$ cat config.mk
export PLATFORM = sky130hd
export DESIGN_NAME = ps2_scancode_decoder
export DESIGN_NICKNAME = d
export VERILOG_FILES = /design/src/rtl/ps2_scancode_decoder.sv
export SDC_FILE = /design/constraint.sdc
export NUM_CORES = 1
export LEC_CHECK = 0
export CAP_MARGIN = 20
export CORE_AREA = 10 10 111 123
export CTS_BUF_LIST = sky130_fd_sc_hd__clkbuf_8
export CTS_CLUSTER_SIZE = 8
export DETAILED_ROUTE_END_ITERATION = 10
export DIE_AREA = 0 0 121 133
export SKIP_CTS_REPAIR_TIMING = 1
export SYNTH_ARGS = -nofsm -noshare
export SYNTH_HDL_FRONTEND = slang
export SYNTH_HIERARCHICAL = 1
export SYNTH_SLANG_ARGS = --single-unit
export TNS_END_PERCENT = 5
$ cat constraint.sdc
create_clock -name clk -period 6.9 [get_ports clk]
set_clock_uncertainty 0.2 [all_clocks]
set_input_delay 1.035 -clock clk [delete_from_list [all_inputs] [get_ports clk]]
set_output_delay 1.035 -clock clk [all_outputs]
set_load 0.005 [all_outputs]
$ cat src/rtl/ps2_scancode_decoder.sv
// rtl/ps2_scancode_decoder.sv - PS/2 set-2 scan-code parser with show-ahead event queue
// Turns E0/F0-prefixed byte sequences into {code, ext, break} events with sticky error flags.

module ps2_event_fifo #(
  parameter int DEPTH = 4,
  parameter int WIDTH = 10,
  parameter int CW    = $clog2(DEPTH) + 1
) (
  input  logic             clk,
  input  logic             rst_n,
  input  logic [WIDTH-1:0] wr_tdata,
  input  logic             wr_tvalid,
  output logic [WIDTH-1:0] rd_tdata,
  output logic             rd_tvalid,
  input  logic             rd_tready,
  output logic [CW-1:0]    count,
  output logic             overflow
);

  localparam int PW = $clog2(DEPTH);

  logic [WIDTH-1:0] mem [DEPTH];
  logic [PW-1:0]    wr_ptr;
  logic [PW-1:0]    rd_ptr;
  logic [CW-1:0]    cnt;
  logic [WIDTH-1:0] last_q;
  logic             full;
  logic             empty;
  logic             push;
  logic             pop;

  assign full     = (cnt == CW'(DEPTH));
  assign empty    = (cnt == '0);
  assign pop      = !empty && rd_tready;
  // A full queue still accepts a write when the head leaves on the same edge.
  assign push     = wr_tvalid && (!full || pop);
  assign overflow = wr_tvalid && full && !pop;

  always_ff @(posedge clk) begin
    if (push) begin
      mem[wr_ptr] <= wr_tdata;
    end
  end

  always_ff @(posedge clk or negedge rst_n) begin
    if (!rst_n) begin
      wr_ptr <= '0;
      rd_ptr <= '0;
      cnt    <= '0;
      last_q <= '0;
    end else begin
      if (push) begin
        wr_ptr <= wr_ptr + 1'b1;
      end
      if (pop) begin
        rd_ptr <= rd_ptr + 1'b1;
        last_q <= mem[rd_ptr];
      end
      case ({push, pop})
        2'b10:   cnt <= cnt + 1'b1;
        2'b01:   cnt <= cnt - 1'b1;
        default: cnt <= cnt;
      endcase
    end
  end

  // The last popped entry stays visible while empty so outputs never show stale storage.
  assign rd_tdata  = empty ? last_q : mem[rd_ptr];
  assign rd_tvalid = !empty;
  assign count     = cnt;

endmodule

module ps2_scancode_decoder #(
  parameter int TIMEOUT_CYCLES = 1000000,
  parameter int FIFO_DEPTH     = 4
) (
  input  logic                          clk,
  input  logic                          rst_n,
  input  logic [7:0]                    code,
  input  logic                          code_valid,
  output logic [7:0]                    ev_code,
  output logic                          ev_ext,
  output logic                          ev_break,
  output logic                          ev_valid,
  input  logic                          ev_ready,
  output logic [$clog2(FIFO_DEPTH):0]   fifo_count,
  output logic [2:0]                    err_status,
  input  logic                          err_clr
);

  localparam int TW = (TIMEOUT_CYCLES > 2) ? $clog2(TIMEOUT_CYCLES) : 1;
  localparam int CW = $clog2(FIFO_DEPTH) + 1;

  typedef enum logic [1:0] {
    S_IDLE    = 2'd0,
    S_EXT     = 2'd1,
    S_BRK     = 2'd2,
    S_EXT_BRK = 2'd3
  } state_t;

  state_t        state_q;
  state_t        state_d;
  logic [TW-1:0] tmo_cnt;
  logic          timeout_hit;
  logic          is_e0;
  logic          is_f0;
  logic          is_bad;
  logic          is_ignored;
  logic          emit;
  logic          emit_ext;
  logic          emit_brk;
  logic          set_timeout;
  logic          set_overrun;
  logic          fifo_ovf;
  logic [9:0]    head;
  logic [2:0]    err_q;

  assign is_e0      = (code == 8'hE0);
  assign is_f0      = (code == 8'hF0);
  assign is_bad     = (code == 8'h00) || (code == 8'hFF);
  // Keyboard status replies are meaningless as keys when no prefix is pending.
  assign is_ignored = (code == 8'hAA) || (code == 8'hFA) || (code == 8'hEE) ||
                      (code == 8'hFC) || (code == 8'hFD);

  assign timeout_hit = (state_q != S_IDLE) && !code_valid &&
                       (tmo_cnt == TW'(TIMEOUT_CYCLES - 1));

  always_ff @(posedge clk or negedge rst_n) begin
    if (!rst_n) begin
      state_q <= S_IDLE;
    end else begin
      state_q <= state_d;
    end
  end

  always_comb begin
    state_d = state_q;
    if (code_valid) begin
      if (is_bad) begin
        state_d = S_IDLE;
      end else begin
        case (state_q)
          S_IDLE: begin
            if (is_e0)      state_d = S_EXT;
            else if (is_f0) state_d = S_BRK;
            else            state_d = S_IDLE;
          end
          S_EXT: begin
            if (is_f0)      state_d = S_EXT_BRK;
            else if (is_e0) state_d = S_EXT;
            else            state_d = S_IDLE;
          end
          S_BRK: begin
            if (is_e0)      state_d = S_EXT_BRK;
            else if (is_f0) state_d = S_BRK;
            else            state_d = S_IDLE;
          end
          S_EXT_BRK: begin
            if (is_e0 || is_f0) state_d = S_EXT_BRK;
            else                state_d = S_IDLE;
          end
          default: state_d = S_IDLE;
        endcase
      end
    end else if (timeout_hit) begin
      state_d = S_IDLE;
    end
  end

  always_comb begin
    emit        = 1'b0;
    emit_ext    = 1'b0;
    emit_brk    = 1'b0;
    set_timeout = 1'b0;
    set_overrun = 1'b0;
    if (code_valid) begin
      if (is_bad) begin
        set_overrun = 1'b1;
      end else if (state_q == S_IDLE) begin
        emit = !is_e0 && !is_f0 && !is_ignored;
      end else begin
        emit     = !is_e0 && !is_f0;
        emit_ext = (state_q == S_EXT) || (state_q == S_EXT_BRK);
        emit_brk = (state_q == S_BRK) || (state_q == S_EXT_BRK);
      end
    end else begin
      set_timeout = timeout_hit;
    end
  end

  always_ff @(posedge clk or negedge rst_n) begin
    if (!rst_n) begin
      tmo_cnt <= '0;
    end else if (code_valid || state_q == S_IDLE || timeout_hit) begin
      tmo_cnt <= '0;
    end else begin
      tmo_cnt <= tmo_cnt + 1'b1;
    end
  end

  ps2_event_fifo #(
    .DEPTH (FIFO_DEPTH),
    .WIDTH (10),
    .CW    (CW)
  ) u_fifo (
    .clk       (clk),
    .rst_n     (rst_n),
    .wr_tdata  ({emit_ext, emit_brk, code}),
    .wr_tvalid (emit),
    .rd_tdata  (head),
    .rd_tvalid (ev_valid),
    .rd_tready (ev_ready),
    .count     (fifo_count),
    .overflow  (fifo_ovf)
  );

  // Set beats clear so an error landing on the clear cycle is never lost.
  always_ff @(posedge clk or negedge rst_n) begin
    if (!rst_n) begin
      err_q <= '0;
    end else begin
      err_q <= (err_clr ? 3'b000 : err_q) | {set_overrun, set_timeout, fifo_ovf};
    end
  end

  assign ev_code    = head[7:0];
  assign ev_break   = head[8];
  assign ev_ext     = head[9];
  assign err_status = err_q;

endmodule

; Word-level counts from Yosys, hierarchy flattened
; Memories as Yosys holds them, arrays and structs flattened.
; Index checks and enable logic that the tools add are counted.
[op_classes]
reduce_logical = 32
eq_ne = 15
muxes = 28
add_sub_neg = 5
bitwise_logic = 1
[ops]
columns = op, count
row1 = "8-bit equality test, second input constant", 8
row2 = "20-bit by 1-bit adder with 20-bit output, second input constant", 1
row3 = "20-bit equality test, second input constant", 1
row4 = 20-bit 2-to-1 mux, 1
row5 = 2-bit 2-to-1 mux, 8
row6 = 1-bit 2-to-1 mux, 15
row7 = 1-bit logical OR, 11
row8 = 10-bit 2-to-1 mux, 1
row9 = 1-bit logical AND, 8
row10 = 8-bit zero test, 1
row11 = 2-bit case mux with 4 select lines, 1
row12 = 1-bit zero test, 7
row13 = "2-bit equality test, second input constant", 3
row14 = 3-bit case mux with 2 select lines, 1
row15 = 2-bit nonzero test, 3
row16 = "2-bit by 1-bit adder with 2-bit output, second input constant", 2
row17 = "2-bit by 1-bit equality test with 1-bit output, second input constant", 2
row18 = "3-bit by 1-bit adder with 3-bit output, second input constant", 1
row19 = "3-bit equality test, second input constant", 1
row20 = 3-bit zero test, 1
row21 = 3-bit 2-to-1 mux, 1
row22 = 3-bit OR, 1
row23 = "3-bit by 1-bit subtractor with 3-bit output, second input constant", 1
row24 = 2-bit zero test, 1
[totals]
out_inout_bits = 17
in_bits = 13
ram_bits = 40
elab_cells = 89
memories = 1
ff_bits = 42
[memory_table]
columns = memory, depth, width, rd, rd_ports_with_merged_regs, wr, line_no
row1 = u_fifo.mem, 4, 10, 1, 0, 1, 22  ; logic [WIDTH-1:0] mem [DEPTH];

; Longest topological paths before layout
; Gate-level depths: netlist of the first run.
[depth]
word_depth = 13
depth_mapped = 12
depth_no_buf = 12

; By module
; The synthesis of the first run kept the hierarchy.
[modules_own_cells]
columns = mod, area_each_um2, cells_per_inst, instances, seq_area_each_um2
row1 = ps2_event_fifo, 2364.8, 122, 1, 1626.6
row2 = ps2_scancode_decoder, 1445.1, 150, 1, 625.6

; Least setup slack after synthesis of the first run
; OpenSTA, ideal clock, no wires.
[synth_timing]
path_kind = input to register
from = input port code[0]
to = register u_fifo.cnt[2], in the netlist u_fifo/count[2]
stages = 11
n_path_buf = 0
t_arrival_ps = 3036
setup_time_ps = 79
required_time_ps = 6621
path_slack_ps = 3585
cell_sequence = nor4_1 > a21oi_1 > and3_1 > nor2b_1 > inv_1 > ha_1 > inv_1 > fa_1 > xor2_1 > nor2_1 > xor2_1
[synth_between]
elab_chain_len = 13
word_cells_on_any_way = 27
classes_between = eq/ne (10) / mux (4) / reduce/logical (13)
[synth_lines]
columns = element, line_no
row1 = start: declaration, 80  ; input logic [7:0] code,
row2 = 8-bit equality test, 123  ; assign is_ignored = (code == 8'hAA) || (code == 8'hFA) || (code == 8'hEE) ||
row3 = 1-bit logical OR (3 in a row), 123
row4 = 1-bit logical OR, 124  ; (code == 8'hFC) || (code == 8'hFD);
row5 = 1-bit zero test, 181  ; emit = !is_e0 && !is_f0 && !is_ignored;
row6 = 1-bit logical AND, 181
row7 = 1-bit 2-to-1 mux, 180  ; end else if (state_q == S_IDLE) begin
row8 = 1-bit 2-to-1 mux *, 178  ; if (is_bad) begin
row9 = 1-bit 2-to-1 mux *, 177  ; if (code_valid) begin
row10 = via emit, 110  ; logic emit;
row11 = 1-bit logical AND *, 36  ; assign push = wr_tvalid && (!full || pop);
row12 = 2-bit by 1-bit equality test with 1-bit output or 2-bit equality test (tied branches), 59  ; case ({push, pop})
row13 = 3-bit case mux with 2 select lines or 2-bit nonzero test (tied branches), -
row14 = end signal: assignment, 60  ; 2'b10: cnt <= cnt + 1'b1;
row15 = end signal: assignment, 61  ; 2'b01: cnt <= cnt - 1'b1;
row16 = end signal: assignment, 62  ; default: cnt <= cnt;
row17 = end: declaration, 25  ; logic [CW-1:0] cnt;
; Mark *: on every way through the listed nets, which the timed path passes. The rest lies on a longest branch.
; A chain may end at the register's enable or synchronous reset.

; Final worst setup path of the first run
[layout_timing]
from = register u_fifo.rd_ptr[0]
to = output port ev_code[0]
[layout_between]
elab_chain_len = 2
[layout_lines]
columns = element, line_no
row1 = start: declaration, 24  ; logic [PW-1:0] rd_ptr;
row2 = start signal: assignment, 56  ; rd_ptr <= rd_ptr + 1'b1;
row3 = memory 4 x 10 bit, -
row4 = 10-bit 2-to-1 mux, 68  ; assign rd_tdata = empty ? last_q : mem[rd_ptr];
row5 = end: declaration, 82  ; output logic [7:0] ev_code,
; No other way between the ends.

==> impl_metrics.tcl, run 1 <==
set metrics [dict create \
    met3RoutedLength_um 337 \
    synth-main-ff-cell "dfrtp_1" \
    worst_hold_path_type "register to register" \
    grt_pass1_wl_um 12600 \
    maximum_operating_frequency_ghz 0.260 \
    die_w_um 121 \
    core_area_um2 11200 \
    postSynthCellCount 272 \
    cts-buffers-inserted 9 \
    final-hold-violation-count 0 \
    place.port_buffers 29 \
    route.detailed.wl_per_inst_um 16.3 \
    core_occupancy_in_the_finished_layout 0.399 \
    detailroute.via_count 2283 \
    fp.dieArea_um2 16100 \
    grt_use_total 0.0984 \
    htree_levels 3 \
    p_per_area_nw_per_um2 348 \
    path_clk_slew_ns 0.08 \
    dr.max_layer_used "met4" \
    post_synth_main_area_contributors "edfxtp_1 32%, dfrtp_1 28%, mux2_2 6.2%" \
    fin_setup_tns_ns 0 \
    cts_tree "built" \
    areaGrowthSynthToFinish_pct 17.5 \
    path_delay_family "multiplexers" \
    clock-root-buffer "clkbuf_8" \
    synth_adder_area_share 0.0250 \
    synthXorXnorAreaFrac 0.0506 \
    final_nets 325 \
    number_of_sinks_driven_by_the_clock_tree 82 \
    gp_congestion 0.775 \
    start_util 0.339 \
    place_hpwl_um 5050 \
    synth_seq_area_share 0.591 \
    worst_setup_path_start_kind "register" \
    cts_max_path_buffers 2 \
    drtPass1Iterations 7 \
    yosysWarningCount 6 \
    drt-met1-wl_um 3140 \
    status "complete, no violations" \
    yosys.area_share.simple 0.140 \
    antenna_found_initial 0 \
    post-synth-top-count-cell "dfrtp_1" \
    worst-path-max-fanout 12 \
    worst_path_largest_cell_delay_ns 0.84 \
    setup.worst_path.end_class "primary output" \
    first_iter_violations 143 \
    grt_pass1_vias 2394 \
    layout_min_cycle_time_ns 3.85 \
    rsz0062_at_grt "false" \
    die_height_um 133 \
    max_slew_margin 0.473 \
    fp-row-count 41 \
    syn-mean-instance-area_um2 14.0 \
    synth_enable_flop_cells 40 \
    vdd_ir_drop_max_mv 0.127 \
    final-max-slew-violation-count 0 \
    timing_worst_slew_pin_value_ns 0.791 \
    met2_length_um 3860 \
    syn-num-nets 292 \
    setup_viol 0 \
    asyncSetResetFlopFracSynth 0.512 \
    synthesis.area_um2 3810 \
    final_cells 459 \
    cp_data_arrival_time_ns 2.61 \
    placed_cells 443 \
    synth_top_family_by_area "simple AND/OR/NAND/NOR gates" \
    critical_path.cell_chain "mux4_1 -> mux2_2 -> clkdlybuf4s50_1" \
    setup.worst_path.class "register to primary output" \
    number_of_diodes_added_for_antenna_fixing 0 \
    final_cycle_share 0.558 \
    timing.critical_path.buf_inv 1 \
    congestion_overflow_gr 0 \
    leakage_uw 0.00164 \
    fill_cells 1052 \
    critical_path.slowest_cell "dfrtp_1" \
    maximum_number_of_pins_on_one_net_before_global_route_repair 43 \
    fin_worst_hold_slack_ns 0.296 \
    netlist.top_cell.by_area "edfxtp_1" \
    finalWirelength_um 7480 \
    max-cap-violations 0 \
    yosys-mux-area-fraction 0.126 \
    synth_common_cells "42 x dfrtp_1, 40 x edfxtp_1, 24 x nor2_1, 21 x mux2_2, 17 x xnor2_1" \
    num_io_pins 30 \
    vias_per_cell 4.97 \
    final_layout_size_suffix_gt1_frac 0.181 \
    synth.distinct_cells 46 \
    synth_compound_area_frac 0.0394 \
    antenna_violating_nets_post_route 0 \
    worstSkewPairLatency_ns 0.34 \
    synth_top_area_frac 0.315 \
    drc_violations_left 0 \
    synth_seq_cells 82 \
    data_required_time_of_the_critical_path_ns 5.66 \
]
state kept, by name (all words and copies together) (netlist names):
name,count
u_fifo/wr_ptr,2
err_status,3
tmo_cnt,20
state_q,2
u_fifo/count,3
u_fifo/mem,40
u_fifo/rd_ptr,2
u_fifo/last_q,10
cell usage in the layout, fill, tap and decap left out, types with 2 or more instances in the layout:
cell / synthesis / routed
a21bo_2: 2 / 2
a21oi_1: 6 / 6
and2_1: 5 / 5
and3_1: 6 / 6
bufinv_16: 0 / 3
clkbuf_8: 0 / 9
clkdlybuf4s50_1: 0 / 28
dfrtp_1: 42 / 42
edfxtp_1: 40 / 40
ha_1: 6 / 6
inv_1: 12 / 12
inv_6: 0 / 2
mux2_2: 21 / 21
mux4_1: 2 / 2
mux4_2: 8 / 8
nand2_1: 7 / 7
nand3_1: 9 / 9
nand3b_1: 3 / 3
nand4_1: 8 / 8
nor2_1: 24 / 24
nor3_1: 6 / 6
nor4_1: 7 / 7
nor4_4: 2 / 2
nor4b_1: 2 / 2
o21ai_0: 3 / 3
o2bb2ai_1: 2 / 2
xnor2_1: 17 / 17
xor2_1: 5 / 5
path summary, 6_finish.rpt:
check                           cells after the start        startpoint                to  slack [ns]
worst max-delay path                                3  u_fifo/rd_ptr[0]        ev_code[0]        3.05
worst min-delay path                                1     err_status[1]     err_status[1]        0.30
worst max register to register                      7   u_fifo/count[0]   u_fifo/count[2]        4.35
worst min register to register                      1     err_status[1]     err_status[1]        0.30
max in group asynchronous                           2             rst_n       tmo_cnt[14]        5.57
min in group asynchronous                           1             rst_n  u_fifo/last_q[3]        0.42
layer usage:
metal	global-route usage	up-vias
met5	0	-
met4	0.0315	0
met3	0.0281	10
met2	0.170	44
met1	0.113	1144
li1	-	1085
stage by stage:
stage | setup WS [ns] | total power (uW) | area, um2
after floorplan | 3.59 | 965 | 3810
after global placement | 2.83 | 1150 | 4220
after detailed placement | 2.73 | 1170 | 4220
after CTS | 3.01 | 1580 | 4460
after global routing | 2.86 | 1650 | 4480
final | 3.05 | 1560 | 4480
cell type report:
cell class              count  area (um2)  area share
multi-input cells         170        1450       0.324
well taps                 150         188      0.0419
flip-flops and latches     82        2250       0.503
clock inverters             6         113      0.0251
clock buffers               9         124      0.0277
inverters                  12        45.0      0.0101
repair buffers             30         305      0.0682
logic make-up after synthesis:
logic type | count (synthesis)
buffers and inverters | 20
adder cells (fa/ha/maj) | 7
AND/OR/NAND/NOR | 89
AO/OA/AOI/OAI | 20
multiplexers | 32
flip-flops | 82
XOR/XNOR | 22
worst register-to-register path, cell delays in order (launching register included):
cell and delay, ns:
dfrtp_1 0.44, o31a_1 0.68, ha_1 0.31, inv_1 0.06, fa_1 0.37, xor2_1 0.15
nor2_1 0.11, xor2_1 0.16
power by group:
group          leakage [uW]  internal [uW]  switching [uW]  total, uW
Combinational      0.000611            283             169        452
Sequential         0.000907            619            75.3        695
Clock              0.000120            241             174        414
Power figures use the tool's default switching activity.
==> run 2, diff against run 1 <==
- clock period: 6.9 -> 3.3 ns (I/O delays scaled with it)
==> run 2 against run 1 <==
Compared with the run above:
- worst hold slack better by 0.0028 ns
- register-to-register slack lost 3.5 ns
- critical path depth rose by 10
- combinational power increased by 130%
- sequential share of layout area fell by 0.67 points
- utilization up 0.53 points
- critical path type is now input pin to register
- sequential power is 100% higher
- power up 99%
- non-clock buffer count up 14
- clock power up 63%
==> impl_metrics.tcl, run 2 (synthesis gave the netlist of run 1 again) <==
set metrics [dict create \
    worst_path_largest_cell_delay_ns 0.63 \
    congestion_overflow_gr 0 \
    fin_area_um2 4540 \
    switching_share 0.290 \
    htree_levels 3 \
    setup.worst_path.class "input pin to register" \
    finalWirelength_um 7380 \
    setup.worst_path.end_class "register" \
    first_iter_violations 121 \
    final_nets 339 \
    detailroute.via_count 2293 \
    rsz0062_at_grt "false" \
    timing_worst_slew_pin_value_ns 0.536 \
    core_area_um2 11200 \
    critical_path.cell_chain "clkdlybuf4s50_1 -> nand2_1 -> o32ai_1 -> o21ai_0 -> and3_1 -> nor2b_1 -> inv_1 -> ha_1 -> inv_1 -> fa_1 -> xor2_1 -> nor2_1 -> xor2_1" \
    switching_power_uw 900 \
    p_per_area_nw_per_um2 685 \
    grt_use_total 0.0969 \
    reg.largest.list "u_fifo/mem: 40 flops, tmo_cnt: 20 flops, u_fifo/last_q: 10 flops" \
    maximum_operating_frequency_ghz 0.337 \
    seqPwrFrac 0.453 \
    gp_congestion 0.774 \
    die_height_um 133 \
    place.port_buffers 29 \
    final_common_cell "dfrtp_1" \
    place_hpwl_um 5280 \
    drc_violations_left 0 \
    cts-buffers-inserted 9 \
    fin_total_pwr_uw 3110 \
    setup_viol 0 \
    fin_worst_hold_slack_ns 0.298 \
    fp.dieArea_um2 16100 \
    path_delay_family "buffers and inverters" \
    drtPass1Iterations 5 \
    final_cycle_share 0.900 \
    vias_per_cell 4.84 \
    final-max-slew-violation-count 0 \
    critical_path.slowest_cell "clkdlybuf4s50_1" \
    grt_pass1_vias 2406 \
    num_io_pins 30 \
    path_clk_slew_ns 0.10 \
    final_layout_size_suffix_gt1_frac 0.216 \
    cts_max_path_buffers 2 \
    clock-root-buffer "clkbuf_8" \
    leakage_uw 0.00169 \
    grt_pass1_wl_um 12400 \
    mostFrequentLayoutCells "42 x dfrtp_1, 40 x edfxtp_1, 28 x clkdlybuf4s50_1, 24 x nor2_1, 21 x mux2_2" \
    timing.critical_path.buf_inv 3 \
    status "complete, no violations" \
    start_util 0.339 \
    postPlaceCellArea_um2 4320 \
    die_w_um 121 \
    layout_min_cycle_time_ns 2.97 \
    areaGrowthSynthToFinish_pct 19.1 \
    worst_setup_path_start_kind "input pin" \
    maximum_number_of_pins_on_one_net_before_global_route_repair 43 \
    max_flop_register "u_fifo/mem" \
    power.share.combinational 0.329 \
    max-cap-violations 0 \
    worst_case_register_to_register_setup_slack_ns 0.81 \
    vdd_ir_drop_max_mv 0.258 \
    route.detailed.wl_per_inst_um 15.6 \
    number_of_diodes_added_for_antenna_fixing 0 \
    clkPwrFrac 0.218 \
    final-hold-violation-count 0 \
    largest_register_ffs 40 \
    worstSkewPairLatency_ns 0.36 \
    max_slew_margin 0.638 \
    antenna_violating_nets_post_route 0 \
    antenna_found_initial 0 \
    number_of_sinks_driven_by_the_clock_tree 82 \
    cp_data_arrival_time_ns 3.06 \
    p_int_uw 2210 \
    data_required_time_of_the_critical_path_ns 3.39 \
    fp-row-count 41 \
    cts_tree "built" \
    worst_hold_path_type "register to register" \
    worst-path-max-fanout 8 \
]
-- run 2: final timing paths --
check,from,endpoint,depth (start not counted)
worst max register to register,u_fifo/count[0],u_fifo/count[2],9
min in group asynchronous,rst_n,u_fifo/last_q[2],2
worst min-delay path,err_status[1],err_status[1],1
max in group asynchronous,rst_n,tmo_cnt[17],3
worst max-delay path,code[2],u_fifo/count[2],13
worst min register to register,err_status[1],err_status[1],1
-- run 2: worst register-to-register path, cell delays in order (launching register included) --
cell	delay [ns]
dfrtp_1	0.44
nor4b_1	0.54
nor2b_1	0.13
inv_1	0.09
ha_1	0.17
inv_1	0.06
fa_1	0.37
xor2_1	0.15
nor2_1	0.11
xor2_1	0.16
-- run 2: metrics by stage --
step / setup slack [ns] / setup TNS (ns) / std cells / util
final: 0.329 / 0 / 474 / 0.404
after global routing: 0.0927 / 0 / 474 / 0.404
after CTS: 0.288 / 0 / 472 / 0.401
after detailed placement: -0.0386 / -0.0386 / 456 / 0.384
after global placement: 0.0513 / 0 / 456 / 0.384
after floorplan: 0.525 / 0 / 272 / -
-- run 2: layout make-up --
class,instances,area [um2]
Clock buffer,9,124
Clock inverter,7,57.6
Fill cell,1055,6700
Inverter,12,45.0
Multi-Input combinational cell,170,1450
Sequential cell,82,2250
Tap cell,150,188
Timing Repair Buffer,44,420
-- run 2: power groups by stage --
stage | logic (uW) | clock network (uW) | registers (uW)
2_1_floorplan | 627 | 0 | 1390
3_3_place_gp | 1020 | 0 | 1420
3_5_place_dp | 1040 | 0 | 1430
4_1_cts | 1050 | 693 | 1410
5_1_grt | 1140 | 742 | 1430
6_report | 1020 | 676 | 1410
-- run 2: routing by layer --
metal,vias to the layer above,global-route usage,share of wire
li1,1111,-,-
met1,1143,0.111,0.42
met2,32,0.168,0.53
met3,7,0.0294,0.039
met4,0,0.0295,0.011
met5,-,0,0
==> run 3, diff against run 2 <==
- CORE_AREA: 10 10 111 123 -> 3 3 104 116
- CTS_CLUSTER_SIZE: 8 -> default
- DIE_AREA: 0 0 121 133 -> 0 0 107 119
- clock period: 3.3 -> 3.7 ns (I/O delays scaled with it)
==> run 3 against run 2 <==
Compared with the run above:
- clock power down 11%
- non-clock buffer count down 5
- power down 11%
- utilization up 0.55 points
- highest routed layer unchanged
- critical path depth unchanged
- largest cell class unchanged
- critical path type unchanged
==> impl_metrics.tcl, run 3 (synthesis gave the netlist of run 1 again) <==
set metrics [dict create \
    r2r-start "u_fifo/count[0]" \
    worst_setup_path_start_kind "input pin" \
    place.port_buffers 29 \
    final-max-slew-violation-count 0 \
    largest_register_ffs 40 \
    congestion_overflow_gr 0 \
    fill_cells 1010 \
    seq_area_um2 2250 \
    finalWirelength_um 7160 \
    fin_area_um2 4490 \
    hold_path_depth 1 \
    clock-root-buffer "clkbuf_8" \
    worstSkewPairLatency_ns 0.35 \
    vias_per_cell 4.90 \
    worst_case_register_to_register_setup_slack_ns 1.30 \
    drc_violations_left 0 \
    gp_congestion 0.782 \
    layout_setup_ws_ns 0.652 \
    setup.worst_path.class "input pin to register" \
    status "complete, no violations" \
    core_area_um2 11000 \
    worstSetupEndpoint "u_fifo/count[2]" \
    final_cycle_share 0.824 \
    cts_max_path_buffers 2 \
    worst_hold_path_type "register to register" \
    fp-row-count 40 \
    number_of_sinks_driven_by_the_clock_tree 82 \
    grt_pass1_vias 2369 \
    first_iter_violations 103 \
    leakage_uw 0.00166 \
    number_of_diodes_added_for_antenna_fixing 0 \
    maximum_number_of_pins_on_one_net_before_global_route_repair 43 \
    final-hold-violation-count 0 \
    detailroute.via_count 2282 \
    vdd_ir_drop_max_mv 0.240 \
    max-cap-violations 0 \
    maximum_operating_frequency_ghz 0.328 \
    postPlaceCellArea_um2 4280 \
    antenna_found_initial 0 \
    cts-buffers-inserted 9 \
    cts_tree "built" \
    place_ws_ns 0.283 \
    rsz0062_at_grt "false" \
    regToRegEndpoint "u_fifo/count[2]" \
    antenna_violating_nets_post_route 0 \
    mostFrequentLayoutCells "42 x dfrtp_1, 40 x edfxtp_1, 28 x clkdlybuf4s50_1, 24 x nor2_1, 21 x mux2_2" \
    final_nets 334 \
    multi_input_comb_area_um2 1450 \
    p_per_area_nw_per_um2 615 \
    worst-path-max-fanout 9 \
    route.detailed.wl_per_inst_um 15.4 \
    final_common_cell "dfrtp_1" \
    worst_r2r_path_depth 9 \
    layout_min_cycle_time_ns 3.05 \
    grt_pass1_wl_um 12300 \
    die_w_um 107 \
    final_layout_size_suffix_gt1_frac 0.188 \
    start_util 0.348 \
    crit_path_start "code[1]" \
    num_io_pins 30 \
    timing_worst_slew_pin_value_ns 0.547 \
    areaGrowthSynthToFinish_pct 17.8 \
    path_clk_slew_ns 0.08 \
    max_slew_margin 0.635 \
    place_hpwl_um 4850 \
    fin_setup_tns_ns 0 \
    fp.dieArea_um2 12700 \
    max_flop_register "u_fifo/mem" \
    drtPass1Iterations 4 \
    data_required_time_of_the_critical_path_ns 3.78 \
    setup.worst_path.end_class "register" \
    setup_viol 0 \
    die_height_um 119 \
    htree_levels 3 \
    reg.largest.list "u_fifo/mem: 40 flops, tmo_cnt: 20 flops, u_fifo/last_q: 10 flops" \
    grt_use_total 0.125 \
    cp_data_arrival_time_ns 3.13 \
]
-- run 3: power breakdown --
part | leakage [uW] | total, uW | switching (uW) | internal, uW
Combinational | 0.000656 | 900 | 347 | 553
Clock | 0.0000981 | 604 | 303 | 300
Sequential | 0.000907 | 1260 | 102 | 1150
-- run 3: final cells by class --
cell class | instances | area share
sequential | 82 | 0.502
multi-input combinational | 170 | 0.323
timing repair buffer | 39 | 0.0836
tap | 147 | 0.0410
clock buffer | 9 | 0.0276
clock inverter | 7 | 0.0125
inverter | 12 | 0.0100
-- run 3: per-layer routing --
layer,GRT usage,share of wire,vias to the layer above
met2,0.210,0.52,37
li1,-,-,1091
met5,0,0,-
met4,0.0400,0.0091,0
met1,0.152,0.43,1148
met3,0.0412,0.037,6
-- run 3: critical path, cell delays in order --
cell             delay [ns]
clkdlybuf4s50_1        0.56
nor4_1                 0.34
buf_4                  0.18
a21oi_1                0.09
and3_1                 0.18
nor2b_1                0.14
inv_1                  0.08
ha_1                   0.17
inv_1                  0.06
fa_1                   0.37
xor2_1                 0.15
nor2_1                 0.10
xor2_1                 0.14
-- run 3: through the flow --
| step | instances | util | total power [uW] | hold WS, ns |
|---|---|---|---|---|
| after floorplan | 272 | - | 1800 | 0.0594 |
| after global placement | 448 | 0.390 | 2170 | 0.267 |
| after detailed placement | 448 | 0.390 | 2190 | 0.269 |
| after CTS | 464 | 0.407 | 2800 | 0.194 |
| after global routing | 466 | 0.409 | 2950 | 0.308 |
| final | 466 | 0.409 | 2760 | 0.282 |
-- run 3: worst min-delay path by stage --
stage	startpoint	to	slack, ns
final	err_status[0]	err_status[0]	0.28
after floorplan	rst_n	err_status[0]	0.06
after global placement	err_status[0]	err_status[0]	0.27
after global routing	err_status[0]	err_status[0]	0.31
after detailed placement	err_status[0]	err_status[0]	0.27
after CTS	rst_n	u_fifo/last_q[6]	0.19
